### src/rtl/count_cmd_pkg.sv
// Shared definitions for the count command controller: default sizes,
// opcode values and the controller state encoding.
package count_cmd_pkg;

  // Default sizing of the controller and its window timer.
  localparam int CMD_W_DEF     = 16;
  localparam int OP_W_DEF      = 4;
  localparam int NUM_CH_DEF    = 4;
  localparam int WIN_SHIFT_DEF = 10;

  // Opcode values carried in the top OP_W bits of a command word.
  localparam int unsigned OP_LEGACY     = 0;
  localparam int unsigned OP_SET_MASK   = 1;
  localparam int unsigned OP_SET_WIN    = 2;
  localparam int unsigned OP_START_TIM  = 3;
  localparam int unsigned OP_START_CONT = 4;
  localparam int unsigned OP_STOP       = 5;
  localparam int unsigned OP_CLEAR      = 6;

  // Controller states; DONE is the single latch cycle after a timed window.
  typedef enum logic [1:0] {
    ST_IDLE      = 2'd0,
    ST_RUN_CONT  = 2'd1,
    ST_RUN_TIMED = 2'd2,
    ST_DONE      = 2'd3
  } state_e;

  // Timer width: wide enough for the largest argument shifted by WIN_SHIFT.
  function automatic int timer_width(input int cmd_w, input int op_w, input int win_shift);
    return cmd_w - op_w + win_shift;
  endfunction

endpackage

### src/rtl/window_timer.sv
// Load/enable down-counter for the timed counting window. expire_o is high
// during the last enabled cycle of the window, so the FSM can leave the run
// state on the same edge the count reaches zero.
module window_timer #(
  parameter int W = 16
) (
  input  logic         clk_i,
  input  logic         rst_ni,
  input  logic         load_i,
  input  logic         en_i,
  input  logic [W-1:0] load_val_i,
  output logic         expire_o
);

  logic [W-1:0] count_q;

  // Load takes priority; otherwise count down while enabled, stopping at zero.
  always_ff @(posedge clk_i or negedge rst_ni) begin
    if (!rst_ni) begin
      count_q <= '0;
    end else if (load_i) begin
      count_q <= load_val_i;
    end else if (en_i && (count_q != '0)) begin
      count_q <= count_q - 1'b1;
    end
  end

  // Last cycle of the window: enabled and one tick remaining.
  always_comb begin
    expire_o = en_i && !load_i && (count_q == W'(1));
  end

endmodule

### src/rtl/count_cmd_controller.sv
// Command decoder and run-state controller sitting between the SPI slave and
// the channel counters.
//
// Handshake: CMD_VALID is a one-cycle strobe with no back-pressure. COMMAND
// is sampled only on a rising edge where CMD_VALID=1; every strobed word is
// either executed or dropped with CMD_ERR set. All outputs are registered and
// reflect an accepted command in the cycle after the accepting edge.
module count_cmd_controller
  import count_cmd_pkg::*;
#(
  parameter int CMD_W     = CMD_W_DEF,
  parameter int OP_W      = OP_W_DEF,
  parameter int NUM_CH    = NUM_CH_DEF,
  parameter int WIN_SHIFT = WIN_SHIFT_DEF
) (
  input  logic              CLK,
  input  logic              RST_N,
  input  logic              CMD_VALID,
  input  logic [CMD_W-1:0]  COMMAND,
  output logic [NUM_CH-1:0] START_COUNT,
  output logic              CLEAR_COUNT,
  output logic              LATCH,
  output logic              BUSY,
  output logic              CMD_ERR,
  output state_e            STATE_DBG
);

  localparam int ARG_W = CMD_W - OP_W;
  localparam int TIM_W = timer_width(CMD_W, OP_W, WIN_SHIFT);

  logic [OP_W-1:0]   op;
  logic [ARG_W-1:0]  arg;

  state_e            state_q, state_d;
  logic [NUM_CH-1:0] mask_q, mask_d;
  logic [ARG_W-1:0]  win_q, win_d;
  logic              err_d, clear_d;
  logic [NUM_CH-1:0] start_count_q;
  logic              clear_q, latch_q, busy_q, err_q;

  logic              idle_like, running;
  logic              tim_load, tim_en, tim_expire;
  logic [TIM_W-1:0]  tim_load_val;

  assign op  = COMMAND[CMD_W-1 -: OP_W];
  assign arg = COMMAND[ARG_W-1:0];

  assign tim_load_val = TIM_W'(win_q) << WIN_SHIFT;
  assign tim_en       = (state_q == ST_RUN_TIMED);

  window_timer #(
    .W (TIM_W)
  ) u_window_timer (
    .clk_i      (CLK),
    .rst_ni     (RST_N),
    .load_i     (tim_load),
    .en_i       (tim_en),
    .load_val_i (tim_load_val),
    .expire_o   (tim_expire)
  );

  // Next-state decode: window expiry first, then the strobed command, so a
  // STOP on the expiry cycle overrides the move to DONE.
  always_comb begin
    state_d   = state_q;
    mask_d    = mask_q;
    win_d     = win_q;
    err_d     = err_q;
    clear_d   = 1'b0;
    tim_load  = 1'b0;
    idle_like = (state_q == ST_IDLE) || (state_q == ST_DONE);
    running   = (state_q == ST_RUN_CONT) || (state_q == ST_RUN_TIMED);

    if (state_q == ST_DONE) begin
      state_d = ST_IDLE;
    end
    if ((state_q == ST_RUN_TIMED) && tim_expire) begin
      state_d = ST_DONE;
    end

    if (CMD_VALID) begin
      case (op)
        OP_W'(OP_LEGACY): begin
          if (arg == ARG_W'(0)) begin
            if (running) state_d = ST_IDLE;
          end else if ((arg == ARG_W'(1)) && idle_like) begin
            mask_d  = '1;
            state_d = ST_RUN_CONT;
          end else begin
            err_d = 1'b1;
          end
        end
        OP_W'(OP_SET_MASK): begin
          if (idle_like) mask_d = arg[NUM_CH-1:0];
          else           err_d  = 1'b1;
        end
        OP_W'(OP_SET_WIN): begin
          if (idle_like && (arg != '0)) win_d = arg;
          else                          err_d = 1'b1;
        end
        OP_W'(OP_START_TIM): begin
          if (idle_like && (mask_q != '0)) begin
            state_d  = ST_RUN_TIMED;
            tim_load = 1'b1;
          end else begin
            err_d = 1'b1;
          end
        end
        OP_W'(OP_START_CONT): begin
          if (idle_like && (mask_q != '0)) state_d = ST_RUN_CONT;
          else                             err_d   = 1'b1;
        end
        OP_W'(OP_STOP): begin
          if (running) state_d = ST_IDLE;
        end
        OP_W'(OP_CLEAR): begin
          if (idle_like) begin
            clear_d = 1'b1;
            err_d   = 1'b0;
          end else begin
            err_d = 1'b1;
          end
        end
        default: err_d = 1'b1;
      endcase
    end
  end

  // State, configuration and output registers; outputs are decoded from the
  // next state so they change exactly one cycle after an accepted command.
  always_ff @(posedge CLK or negedge RST_N) begin
    if (!RST_N) begin
      state_q       <= ST_IDLE;
      mask_q        <= '1;
      win_q         <= ARG_W'(1);
      start_count_q <= '0;
      clear_q       <= 1'b0;
      latch_q       <= 1'b0;
      busy_q        <= 1'b0;
      err_q         <= 1'b0;
    end else begin
      state_q       <= state_d;
      mask_q        <= mask_d;
      win_q         <= win_d;
      start_count_q <= ((state_d == ST_RUN_CONT) || (state_d == ST_RUN_TIMED)) ? mask_d : '0;
      clear_q       <= clear_d;
      latch_q       <= (state_d == ST_DONE);
      busy_q        <= (state_d == ST_RUN_CONT) || (state_d == ST_RUN_TIMED);
      err_q         <= err_d;
    end
  end

  assign START_COUNT = start_count_q;
  assign CLEAR_COUNT = clear_q;
  assign LATCH       = latch_q;
  assign BUSY        = busy_q;
  assign CMD_ERR     = err_q;
  assign STATE_DBG   = state_q;

endmodule

### config.mk
export PLATFORM = sky130hd
export DESIGN_NAME = count_cmd_controller
export DESIGN_NICKNAME = d
export VERILOG_FILES = /design/src/rtl/count_cmd_pkg.sv /design/src/rtl/window_timer.sv /design/src/rtl/count_cmd_controller.sv
export SDC_FILE = /design/constraint.sdc
export NUM_CORES = 1
export LEC_CHECK = 0
export BUFFER_PORTS_ARGS = -buffer_cell sky130_fd_sc_hd__buf_2
export CAP_MARGIN = 10
export CORE_ASPECT_RATIO = 0.5
export CORE_MARGIN = 2
export CORE_UTILIZATION = 53
export DETAILED_ROUTE_END_ITERATION = 10
export GPL_ROUTABILITY_DRIVEN = 0
export GPL_TIMING_DRIVEN = 1
export PLACE_DENSITY_LB_ADDON = 0.25
export SLEW_MARGIN = 20
export SYNTH_ARGS = -nofsm -noshare
export SYNTH_HDL_FRONTEND = slang
export SYNTH_SLANG_ARGS = --single-unit
### constraint.sdc
create_clock -name CLK -period 2.1 [get_ports CLK]
set_input_delay 0.315 -clock CLK [delete_from_list [all_inputs] [get_ports CLK]]
set_output_delay 0.315 -clock CLK [all_outputs]
set_load 0.01 [all_outputs]
* Yosys cells after proc, flatten, opt, wreduce, memory -nomap -nowiden
Index checks and enable logic that the tools add are counted.
** Cells by class
- Add/sub/neg operators :: 1
- Reductions and logical operators :: 21
- Multiplexer cells :: 30
- Eq/ne operators :: 19
- Bitwise gates (word level) :: 1
** Operators by type and width (number)
- 22-bit 2-to-1 mux :: 2
- 22-bit by 1-bit == test with 1-bit output, second input constant :: 1
- 22-bit nonzero test :: 1
- 22-bit by 1-bit subtractor with 22-bit output, second input constant :: 1
- 4-bit 2-to-1 mux :: 5
- 2-bit 2-to-1 mux :: 8
- 12-bit by 1-bit == test with 1-bit output, second input constant :: 1
- 4-bit by 3-bit == test with 1-bit output, second input constant :: 3
- 12-bit zero test :: 1
- 1-bit 2-to-1 mux :: 12
- 12-bit nonzero test :: 1
- 2-bit != test, second input constant :: 5
- 2-bit == test, second input constant :: 4
- 4-bit by 2-bit == test with 1-bit output, second input constant :: 2
- 2-bit case mux with 4 select lines :: 1
- 4-bit case mux with 2 select lines :: 1
- 1-bit logical AND :: 7
- 7-bit AND reduction :: 1
- 1-bit case mux with 6 select lines :: 1
- 2-bit by 1-bit == test with 1-bit output, second input constant :: 2
- 4-bit by 1-bit == test with 1-bit output, second input constant :: 1
- 4-bit zero test :: 1
- 4-bit nonzero test :: 1
- 1-bit logical OR :: 3
- 6 further kinds :: 6
** Storage, ports and cells
- Output and inout bits :: 10
- Word-level logic and storage cells :: 81
- Bits of input ports :: 19
- Bits in registers :: 48

* Depth between registers and ports, before layout
Gate-level depths: netlist (run 1).
- Word-level depth :: 18
- Depth in mapped cells :: 10
- Gate-level depth less buffers :: 10

* By module
Synthesis (run 1) repeated with hierarchy kept, for this count alone.
** Unflattened totals
- Cell total of the unflattened synthesis :: 259
- Area, all modules :: 2756.4 µm²
** Modules (own cells, without submodules)
- window_timer :: cells an instance 152, seq. area each 550.5 µm², instances 1, area an instance 1430.1 µm²
- count_cmd_controller :: cells an instance 107, seq. area each 656.9 µm², instances 1, area an instance 1326.3 µm²

* Worst setup path after synthesis (run 1)
No wires, ideal clock.
- Kind :: reg-to-reg
- Start point :: reg state_q[0], in the netlist STATE_DBG[0]
- End point :: reg start_count_q[3], in the netlist START_COUNT[3]
- Clock period less this slack :: 2082 ps
- Slack :: 18 ps
- Cell stages (with the launch flop) :: 10
- Library setup time :: 119 ps
- Arrival :: 1963 ps
- Required time :: 1981 ps
- Buffers on the path :: 1
- Path through :: dfrtp_1 inv_1 ha_1 clkbuf_1 nor2_1 a21oi_1 nor3_1 o21ai_0 ha_1 and2_1
** Between the ends
- Cells in the longest elaborated chain, start to end :: 18
- Elaborated cells between the ends (all ways) :: 33
- Those cells by class :: eq/ne: 5; mux: 18; reduce/logical: 10
** Ends and longest elaborated chain
- from (decl) :: RTL line count_cmd_controller.sv:34 : state_e state_q, state_d;
- from (signal assigned) :: RTL line count_cmd_controller.sv:142 : state_q <= state_d;
- 2-bit == test / 2-bit zero test (equally long branches) :: RTL line count_cmd_controller.sv:71, count_cmd_controller.sv:74
- 1-bit logical OR :: RTL line count_cmd_controller.sv:71 : idle_like = (state_q == ST_IDLE) || (state_q == ST_DONE);
- 1-bit logical AND :: RTL line count_cmd_controller.sv:102, count_cmd_controller.sv:110
- 1-bit 2-to-1 mux :: RTL line count_cmd_controller.sv:102 : if (idle_like && (mask_q != '0)) begin
- 1-bit 2-to-1 mux :: RTL line count_cmd_controller.sv:82 : case (op)
- 1-bit 2-to-1 mux :: RTL line count_cmd_controller.sv:81 : if (CMD_VALID) begin
- 1-bit zero test :: RTL line window_timer.sv:30 : expire_o = en_i && !load_i && (count_q == W'(1));
- 1-bit logical AND (2 in series) :: RTL line window_timer.sv:30
- [... 2 more ...]
- 2-bit 2-to-1 mux (on tied branches) :: RTL line count_cmd_controller.sv:86, count_cmd_controller.sv:85, count_cmd_controller.sv:114
- 2-bit 2-to-1 mux :: RTL line count_cmd_controller.sv:84 : if (arg == ARG_W'(0)) begin
- 2-bit case mux with 4 select lines :: RTL line count_cmd_controller.sv:82
- 2-bit 2-to-1 mux (*) :: RTL line count_cmd_controller.sv:81
- named net state_d[0] :: RTL line count_cmd_controller.sv:34
- 2-bit by 1-bit == test with 1-bit output / 2-bit == test (equally long branches) :: RTL line count_cmd_controller.sv:145 : start_count_q <= ((state_d == ST_RUN_CONT) || (state_d == ST_RUN_TIMED)) ? mask_d : '0;
- 1-bit logical OR (*) :: RTL line count_cmd_controller.sv:145
- 4-bit 2-to-1 mux (*) :: RTL line count_cmd_controller.sv:145
- to (signal assigned) :: RTL line count_cmd_controller.sv:145
- to (decl) :: RTL line count_cmd_controller.sv:38 : logic [NUM_CH-1:0] start_count_q;
The timed path passes the listed nets; every way through them passes the cells marked *.
A chain may end at the register's enable or synchronous reset.

* Worst setup path after layout (run 1)
- Start point :: reg state_q[0], in the netlist STATE_DBG[0]
- End point :: reg start_count_q[2], in the netlist START_COUNT[2]
Same word-level chain as after synthesis.

==> results.cfg, run 1 <==
[worst_setup_path]
worstSetupPathType = reg -> reg
cp_max_fo = 6
crit_path_end_kind = flip-flop
cp.arrival_ns = 2.29
start_kind = flip-flop
cp.required_ns = 2.34

[global_routing]
grt_max_degree = 49
antenna_found_initial = 0
track_usage_pct = 23.0
grt_pass1_vias = 2154
grt_overflow = 0
grt_pass1_wl_mm = 9.90

[yosys]
yosysTopAreaCell = dfrtp_1
synthFlopType = dfrtp_1
ys_types = 51
yosysWarnings = 0
synthCells = 271
ys_seq_area_share_pct = 45.7
syn_area_per_cell_um2 = 9.75
syn-num-nets = 296
ys_ff_latch = 48
synth.cell_area_mm2 = 0.00264
synthTopCellsByArea = dfrtp_1 41%, mux2_2 5.1%, dfstp_2 5.0%
synthArstFlopShare_pct = 100
synth_edf_count = 0
synth_top_area_share_pct = 40.7

[clocking]
root_buffer = clkbuf_8
clk_pin_slew_worst_paths_ns = 0.10
insertion_delay_ns = 0.30
hold_buffers = 0
cts_sinks = 48
htreeDepth = 2
clockBufferDepth = 2
numCtsBuffers = 5
cts_tree = built

[pwr]
power_density_mw_per_mm2 = 1270
cellInternalPower_uw = 2650
vdd_drop_max_mv = 0.608
p_leak_uw = 0.00136
swShare_pct = 35.9
seqPwrFrac_pct = 42.1
combPwrFrac_pct = 38.4
p_switching_uw = 1480
power_frac_clock_pct = 19.4

[sta]
max_slew_margin_pct = 59.6
skew_ns = 0.0158
tns_ns = 0
fmax_mhz = 489
hold_viol_final = 0
drv_slew = 0
fin_crit_ns = 2.05
period_share_pct = 97.4
worstMarginPinSlew_ns = 0.607
setup_violations = 0

[routing]
wl_mm = 6.29
drtIter0Drc = 104
drtPass1Iterations = 4
ant_nets = 0
wl_per_cell_um = 16.0
num_vias = 2213
via_per_inst = 5.63
drcViolationCount = 0

[die]
core_region_area_mm2 = 0.00486
die_area_mm2 = 0.00560
rows = 18
io_pins = 29
fp.dieH_um = 53.9
dieWidth_um = 104
start_util_pct = 54.3

[outcome]
status = complete, no violations

[finish]
n_antenna_cell = 0
final_util_pct = 67.0
area_delta_synth_final_pct = 23.4
final_nets = 347
finalNonFillerCells = 393
final_layout_size_suffix_gt1_share_pct = 32.5

[placement]
place_inst = 384
hpwlAfterDp_mm = 4.47
io_buffers = 28

[hold_path]
hp-class = in -> async

[job]
max_cap_viol_count = 0
## final cells by class
cell class	count	area [µm²]
tap	70	87.6
multi-input combinational	206	1460
inverter	5	18.8
timing repair buffer	56	350
sequential	48	1210
fill	383	1600
clock buffer	5	68.8
clock inverter	3	68.8
## worst paths after layout
kind | startpoint | endpoint | slack, ns | depth (start not counted)
worst max register to register | STATE_DBG[0]$_DFF_PN0_ | START_COUNT[2]$_DFF_PN0_ | 0.05 | 10
worst min-delay path | RST_N | win_q[5]$_DFFE_PN0P_ | 0.1 | 2
worst max-delay path | STATE_DBG[0]$_DFF_PN0_ | START_COUNT[2]$_DFF_PN0_ | 0.05 | 10
max in group asynchronous | RST_N | u_window_timer.count_q[18]$_DFFE_PN0P_ | 1.58 | 2
worst min register to register | win_q[10]$_DFFE_PN0P_ | u_window_timer.count_q[20]$_DFFE_PN0P_ | 0.50 | 2
min in group CLK | COMMAND[6] | win_q[6]$_DFFE_PN0P_ | 0.27 | 2
## registers in the layout (all words and copies together) (netlist names)
signal,flops
u_window_timer.count_q,22
win_q,12
START_COUNT,4
mask_q,4
STATE_DBG,2
BUSY,1
CLEAR_COUNT,1
CMD_ERR,1
LATCH,1
## synth_stat cells (7+ instances only)
cell type / n
dfrtp_1: 43
nand2_1: 23
o211ai_1: 7
nor3_1: 11
nand4_1: 7
mux2_2: 12
o21ai_0: 17
xor2_1: 14
a21oi_1: 11
nor2_1: 25
clkbuf_1: 8
nand3_1: 11
## metal layers
metal	global-route usage, %	part of all wire (%)	up-vias
met2	43.1	50	52
met4	5.63	0.29	0
met5	0	0	-
met3	5.45	4.3	2
met1	28.0	45	1082
li1	-	-	1077
## worst max-delay path: stages (launching register included)
cell and delay, ns:
dfrtp_1 0.41, inv_2 0.08, ha_4 0.22, buf_4 0.15, nand2b_4 0.07, a31oi_4 0.11, o41ai_4 0.38, nand2_2 0.13
ha_4 0.31, nand2_1 0.05, nor2_1 0.09
## metrics by stage
stage	setup WS [ns]	power (µW)	hold slack, ns	area (µm²)
4_1_cts	0.0323	4030	0.118	3190
3_5_place_dp	-0.295	3150	0.449	3020
6_report	0.0540	4130	0.0978	3260
2_1_floorplan	0.0183	2560	0.0194	2640
3_3_place_gp	-0.179	3060	0.440	3020
5_1_grt	-0.0252	4370	0.169	3260
## cells by family after synthesis
kind of cell / count (synthesis) / share of synthesized area [%]
mux: 13 / 5.50
simple gates: 114 / 24.2
fa+ha+maj: 6 / 2.84
buf+inv: 17 / 2.70
compound gates: 55 / 13.1
xor+xnor: 18 / 5.97
flops: 48 / 45.7
## cells in the final DEF, fill, tap and decap left out, drive strengths merged, types with 2 or more instances in the layout
master	instances
a21oi	11
a31oi	4
and2	5
and3	3
buf	56
bufinv	2
clkbuf	5
dfrtp	43
dfstp	5
ha	6
inv	6
mux2	12
nand2	23
nand2b	3
nand3	11
nand3b	2
nand4	8
nor2	25
nor2b	3
nor3	13
nor3b	3
nor4	7
o211ai	7
o21ai	19
o22ai	4
o41ai	2
or2	2
or3	2
or4	3
xnor2	4
xor2	14
## power groups by stage
| stage | clock network [µW] | logic [µW] | registers [µW] |
|---|---|---|---|
| floorplan | 0 | 890 | 1670 |
| global placement | 0 | 1350 | 1710 |
| detailed placement | 0 | 1420 | 1740 |
| CTS | 816 | 1490 | 1730 |
| global route | 853 | 1730 | 1790 |
| finish | 802 | 1590 | 1740 |
## repair_timing
item / CTS / global route
resized for setup: 5 / 11
pin swaps: 3 / 3
endpoints found under the setup margin: 5 / 6
buffers inserted: 0 / 1
Note: power is estimated with default switching activity, not from simulation.
==> inputs of run 2 (changes only) <==
- CORE_UTILIZATION: 53 -> 55
- CTS_BUF_LIST: default -> sky130_fd_sc_hd__clkbuf_2
==> run 2 against run 1 <==
- the flow now finishes with violations (setup timing)
- die area down 3.4%
- power decreased by 4.7%
- final cell count decreased by 0.51%
- combinational power rose by 4%
- non-clock buffer count increased by 2
- clock power is 33% lower
- worst setup slack lost 0.060 ns
==> results.cfg, run 2 (synthesized netlist as in run 1, its figures left out) <==
[worst_setup_path]
crit_slowest_cell = dfrtp_1
r2r_start = STATE_DBG[1]$_DFF_PN0_
start_kind = flip-flop
rrSetupSlack_ns = -0.006
crit_chain = ha_4 -> o41ai_4 -> nor2_1 -> nand3_1 -> buf_4 -> buf_4 -> nand2_2 -> ha_4 -> and2_1
crit_path_end_kind = flip-flop
worstSetupPathType = reg -> reg
timing.rr.end = START_COUNT[3]$_DFF_PN0_
cp.required_ns = 2.50
r2r.worst_path.cells = 9
cp_max_fo = 6
cp.arrival_ns = 2.50
cpPeakStageDelay_ns = 0.47

[routing]
drcViolationCount = 0
drtIter0Drc = 141
num_vias = 2288
via_per_inst = 5.85
wl_per_cell_um = 16.5
wl_mm = 6.45
drtPass1Iterations = 5
ant_nets = 0

[finish]
top_regs = u_window_timer.count_q x22, win_q x12
regMostFlops = u_window_timer.count_q
fin_area_mm2 = 0.00322
fillers = 349
largest_register_ffs = 22
area_delta_synth_final_pct = 22.0
final_nets = 349
layout_common_cells = 43 x dfrtp_1, 28 x buf_2, 27 x buf_4, 24 x nor2_1, 21 x nand2_1
n_antenna_cell = 0
final_layout_size_suffix_gt1_share_pct = 33.5
mostFrequentLayoutCell = dfrtp_1

[global_routing]
grt_pass1_wl_mm = 10.6
grt_overflow = 0
antenna_found_initial = 0
grt_pass1_vias = 2214
track_usage_pct = 26.3
grt_max_degree = 26

[pwr]
vdd_drop_max_mv = 0.668
p_leak_uw = 0.00134
power_density_mw_per_mm2 = 1220
power_uw = 3930

[outcome]
status = finished with violations
violations = setup timing

[die]
die_area_mm2 = 0.00541
fp.dieH_um = 53
io_pins = 29
core_region_area_mm2 = 0.00451
rows = 17
start_util_pct = 58.6
dieWidth_um = 102

[sta]
layout_setup_ws_ns = -0.00649
hold_viol_final = 0
fmax_mhz = 475
max_slew_margin_pct = 63.8
drv_slew = 0
setup_violations = 1
period_share_pct = 100
rsz0062_at_grt = true
worstMarginPinSlew_ns = 0.544
skew_ns = 0.0186
fin_crit_ns = 2.11

[placement]
dp_slack_ns = -0.235
dpl-instance-area_mm2 = 0.00300
hpwlAfterDp_mm = 4.56
io_buffers = 28

[clocking]
htreeDepth = 2
root_buffer = clkbuf_2
clockBufferDepth = 2
cts_tree = built
insertion_delay_ns = 0.46
numCtsBuffers = 5
cts_sinks = 48
clk_pin_slew_worst_paths_ns = 0.27

[job]
max_cap_viol_count = 0

[hold_path]
worstHoldStart = COMMAND[6]
hp-class = in -> reg
worstHoldPathCells = 2
hold_end = win_q[6]$_DFFE_PN0P_
[run 2: changes by cell type in the layout (fill, tap and decap cells not counted), moves of 2 or more]
cell | before | now
nor3_2 | 2 | 4
clkbuf_2 | 0 | 5
clkbuf_8 | 5 | 0
nor3_1 | 11 | 9
[run 2: final cells by class]
class | count | area (µm²) | share of cell area (%)
Clock buffer | 5 | 25.0 | 0.776
Clock inverter | 3 | 46.3 | 1.44
Inverter | 5 | 18.8 | 0.582
Multi-Input combinational cell | 206 | 1460 | 45.3
Sequential cell | 48 | 1210 | 37.5
Tap cell | 66 | 82.6 | 2.56
Timing Repair Buffer | 58 | 384 | 11.9
[run 2: worst max-delay path by stage]
stage	start	endpoint	slack [ns]	depth (start not counted)
after CTS	STATE_DBG[1]$_DFF_PN0_	START_COUNT[3]$_DFF_PN0_	0.04	8
after global placement	STATE_DBG[1]$_DFF_PN0_	START_COUNT[3]$_DFF_PN0_	-0.11	7
final	STATE_DBG[1]$_DFF_PN0_	START_COUNT[3]$_DFF_PN0_	-0.006	9
after floorplan	STATE_DBG[0]$_DFF_PN0_	START_COUNT[3]$_DFF_PN0_	0.02	9
after detailed placement	COMMAND[10]	START_COUNT[3]$_DFF_PN0_	-0.24	8
after global routing	STATE_DBG[1]$_DFF_PN0_	START_COUNT[2]$_DFF_PN0_	-0.09	9
[run 2: report_power, final]
group,internal (µW),leakage (µW),switching [µW],total [µW]
logic,849,0.000724,796,1650
registers,1350,0.000580,400,1750
clock network,205,0.0000396,333,538
total,2400,0.00134,1530,3930
[run 2: worst max-delay path, delay by kind of cell, from the launching register on]
kind                       cells  cell delay (ns)
buffers and inverters          2             0.34
and+or+nand+nor                4             0.57
AOI/OAI and AO/OA              1             0.11
adders and majority gates      2             0.56
DFF                            1             0.47
[run 2: metrics by stage]
step / util, % / hold slack, ns / TNS (ns) / instances
floorplan: - / 0.0194 / 0 / 271
global placement: 66.6 / 0.323 / -0.355 / 377
detailed placement: 66.6 / 0.333 / -0.957 / 377
CTS: 69.9 / 0.0761 / 0 / 389
global route: 71.5 / 0.0714 / -0.312 / 391
finish: 71.5 / 0.0823 / -0.00649 / 391
[run 2: what timing repair did]
action | in CTS | in global routing
gates cloned | 0 | 0
pin swaps | 5 | 8
setup endpoints to repair | 5 | 11
endpoints found under the hold margin | 20 | 0
hold buffers | 1 | 0
setup buffers | 3 | 2
resized for setup | 6 | 13
[run 2: routing by layer]
metal	vias to the layer above	global-route usage, %	routed length [µm]
li1	1081	-	-
met1	1111	35.4	2910
met2	81	43.9	3120
met3	15	5.42	339
met4	0	6.89	91
met5	-	0	0
==> inputs of run 3 (changes only) <==
- SKIP_CTS_REPAIR_TIMING: default -> 1
==> run 3 against run 2 <==
- the run now ends clean
- critical path depth unchanged
- clock skew shrank 0.0050 ns
- global-route usage decreased by 0.53 points
- highest routed layer unchanged
==> results.cfg, run 3 (synthesized netlist as in run 1, its figures left out) <==
[outcome]
status = complete, no violations

[hold_path]
hp-class = in -> reg
worstHoldPathCells = 2

[routing]
num_vias = 2250
wl_mm = 6.32
wl_per_cell_um = 16.3
ant_nets = 0
via_per_inst = 5.81
drtIter0Drc = 124
drtPass1Iterations = 4
drcViolationCount = 0

[finish]
final_nets = 345
area_delta_synth_final_pct = 20.6
multi_input_area_mm2 = 0.00145
fillers = 358
layout_common_cells = 43 x dfrtp_1, 28 x buf_2, 24 x nor2_1, 24 x buf_4, 23 x nand2_1
largest_register_ffs = 22
mostFrequentLayoutCell = dfrtp_1
register_area_mm2 = 0.00121
final_util_pct = 70.6
n_antenna_cell = 0
top_regs = u_window_timer.count_q x22, win_q x12
final_layout_size_suffix_gt1_share_pct = 32.1
regMostFlops = u_window_timer.count_q
finalNonFillerCells = 387

[die]
fp.dieH_um = 53
start_util_pct = 58.6
io_pins = 29
rows = 17
die_area_mm2 = 0.00541
core_region_area_mm2 = 0.00451
dieWidth_um = 102

[global_routing]
track_usage_pct = 25.7
grt_max_degree = 26
grt_pass1_vias = 2184
grt_overflow = 0
grt_pass1_wl_mm = 10.4
antenna_found_initial = 0

[clocking]
clockBufferDepth = 2
numCtsBuffers = 5
insertion_delay_ns = 0.45
clk_pin_slew_worst_paths_ns = 0.26
cts_sinks = 48
htreeDepth = 2
cts_tree = built
root_buffer = clkbuf_2

[pwr]
p_leak_uw = 0.00132
power_uw = 3850
vdd_drop_max_mv = 0.669
power_density_mw_per_mm2 = 1210

[worst_setup_path]
start_kind = flip-flop
cp.required_ns = 2.52
r2r.worst_path.cells = 9
worstSetupPathType = reg -> reg
cp_max_fo = 6
cp.arrival_ns = 2.46
crit_path_end_kind = flip-flop

[sta]
max_slew_margin_pct = 63.1
holdWs_ns = 0.0923
fmax_mhz = 489
period_share_pct = 97.4
skew_ns = 0.0137
rsz0062_at_grt = true
tns_ns = 0
hold_viol_final = 0
setup_violations = 0
drv_slew = 0
fin_crit_ns = 2.05
worstMarginPinSlew_ns = 0.553

[placement]
place_inst = 377
io_buffers = 28
hpwlAfterDp_mm = 4.56

[job]
max_cap_viol_count = 0
[run 3: cell types whose count changed in the layout (fill, tap and decap cells not counted)]
cell | previous run | this run
buf_4 | 27 | 24
buf_6 | 1 | 0
nand2_1 | 21 | 23
nand2_2 | 2 | 0
[run 3: layout make-up]
cell class | count | area share, %
multi-input cells | 206 | 45.7
repair buffers | 54 | 11.0
inverters | 5 | 0.589
clock buffers | 5 | 0.786
flip-flops and latches | 48 | 37.9
well taps | 66 | 2.59
clock inverters | 3 | 1.45
[run 3: routing by layer]
metal / GRT usage, % / routed length, µm
met5: 0 / 0
met4: 6.00 / 85
met3: 5.55 / 357
met2: 42.4 / 2990
met1: 35.2 / 2890
[run 3: power breakdown]
part	internal [µW]	switching [µW]
sequential	1350	401
combinational	799	768
clock	205	332
[run 3: critical path, cell delays in order (launching register included)]
cell      delay [ns]
dfrtp_1         0.47
ha_4            0.29
buf_4           0.14
nand2b_1        0.06
a31oi_1         0.09
o41ai_2         0.32
nand2_1         0.17
ha_4            0.32
nand2_1         0.06
nor2_2          0.09
[run 3: worst paths after layout]
kind / from / end / slack, ns
setup / recovery: STATE_DBG[1]$_DFF_PN0_ / START_COUNT[1]$_DFF_PN0_ / 0.05
hold / removal: COMMAND[6] / win_q[6]$_DFFE_PN0P_ / 0.09
setup reg to reg: STATE_DBG[1]$_DFF_PN0_ / START_COUNT[1]$_DFF_PN0_ / 0.05
hold reg to reg: win_q[9]$_DFFE_PN0P_ / u_window_timer.count_q[19]$_DFFE_PN0P_ / 0.52
max in group asynchronous: RST_N / win_q[0]$_DFFE_PN1P_ / 1.17
min in group asynchronous: RST_N / u_window_timer.count_q[9]$_DFFE_PN0P_ / 0.32
[run 3: through the flow]
step / setup slack, ns / area [µm²]
final: 0.0540 / 3180
after global routing: -0.103 / 3180
after CTS: -0.222 / 3080
after detailed placement: -0.235 / 3000
after global placement: -0.107 / 3000
after floorplan: 0.0183 / 2640
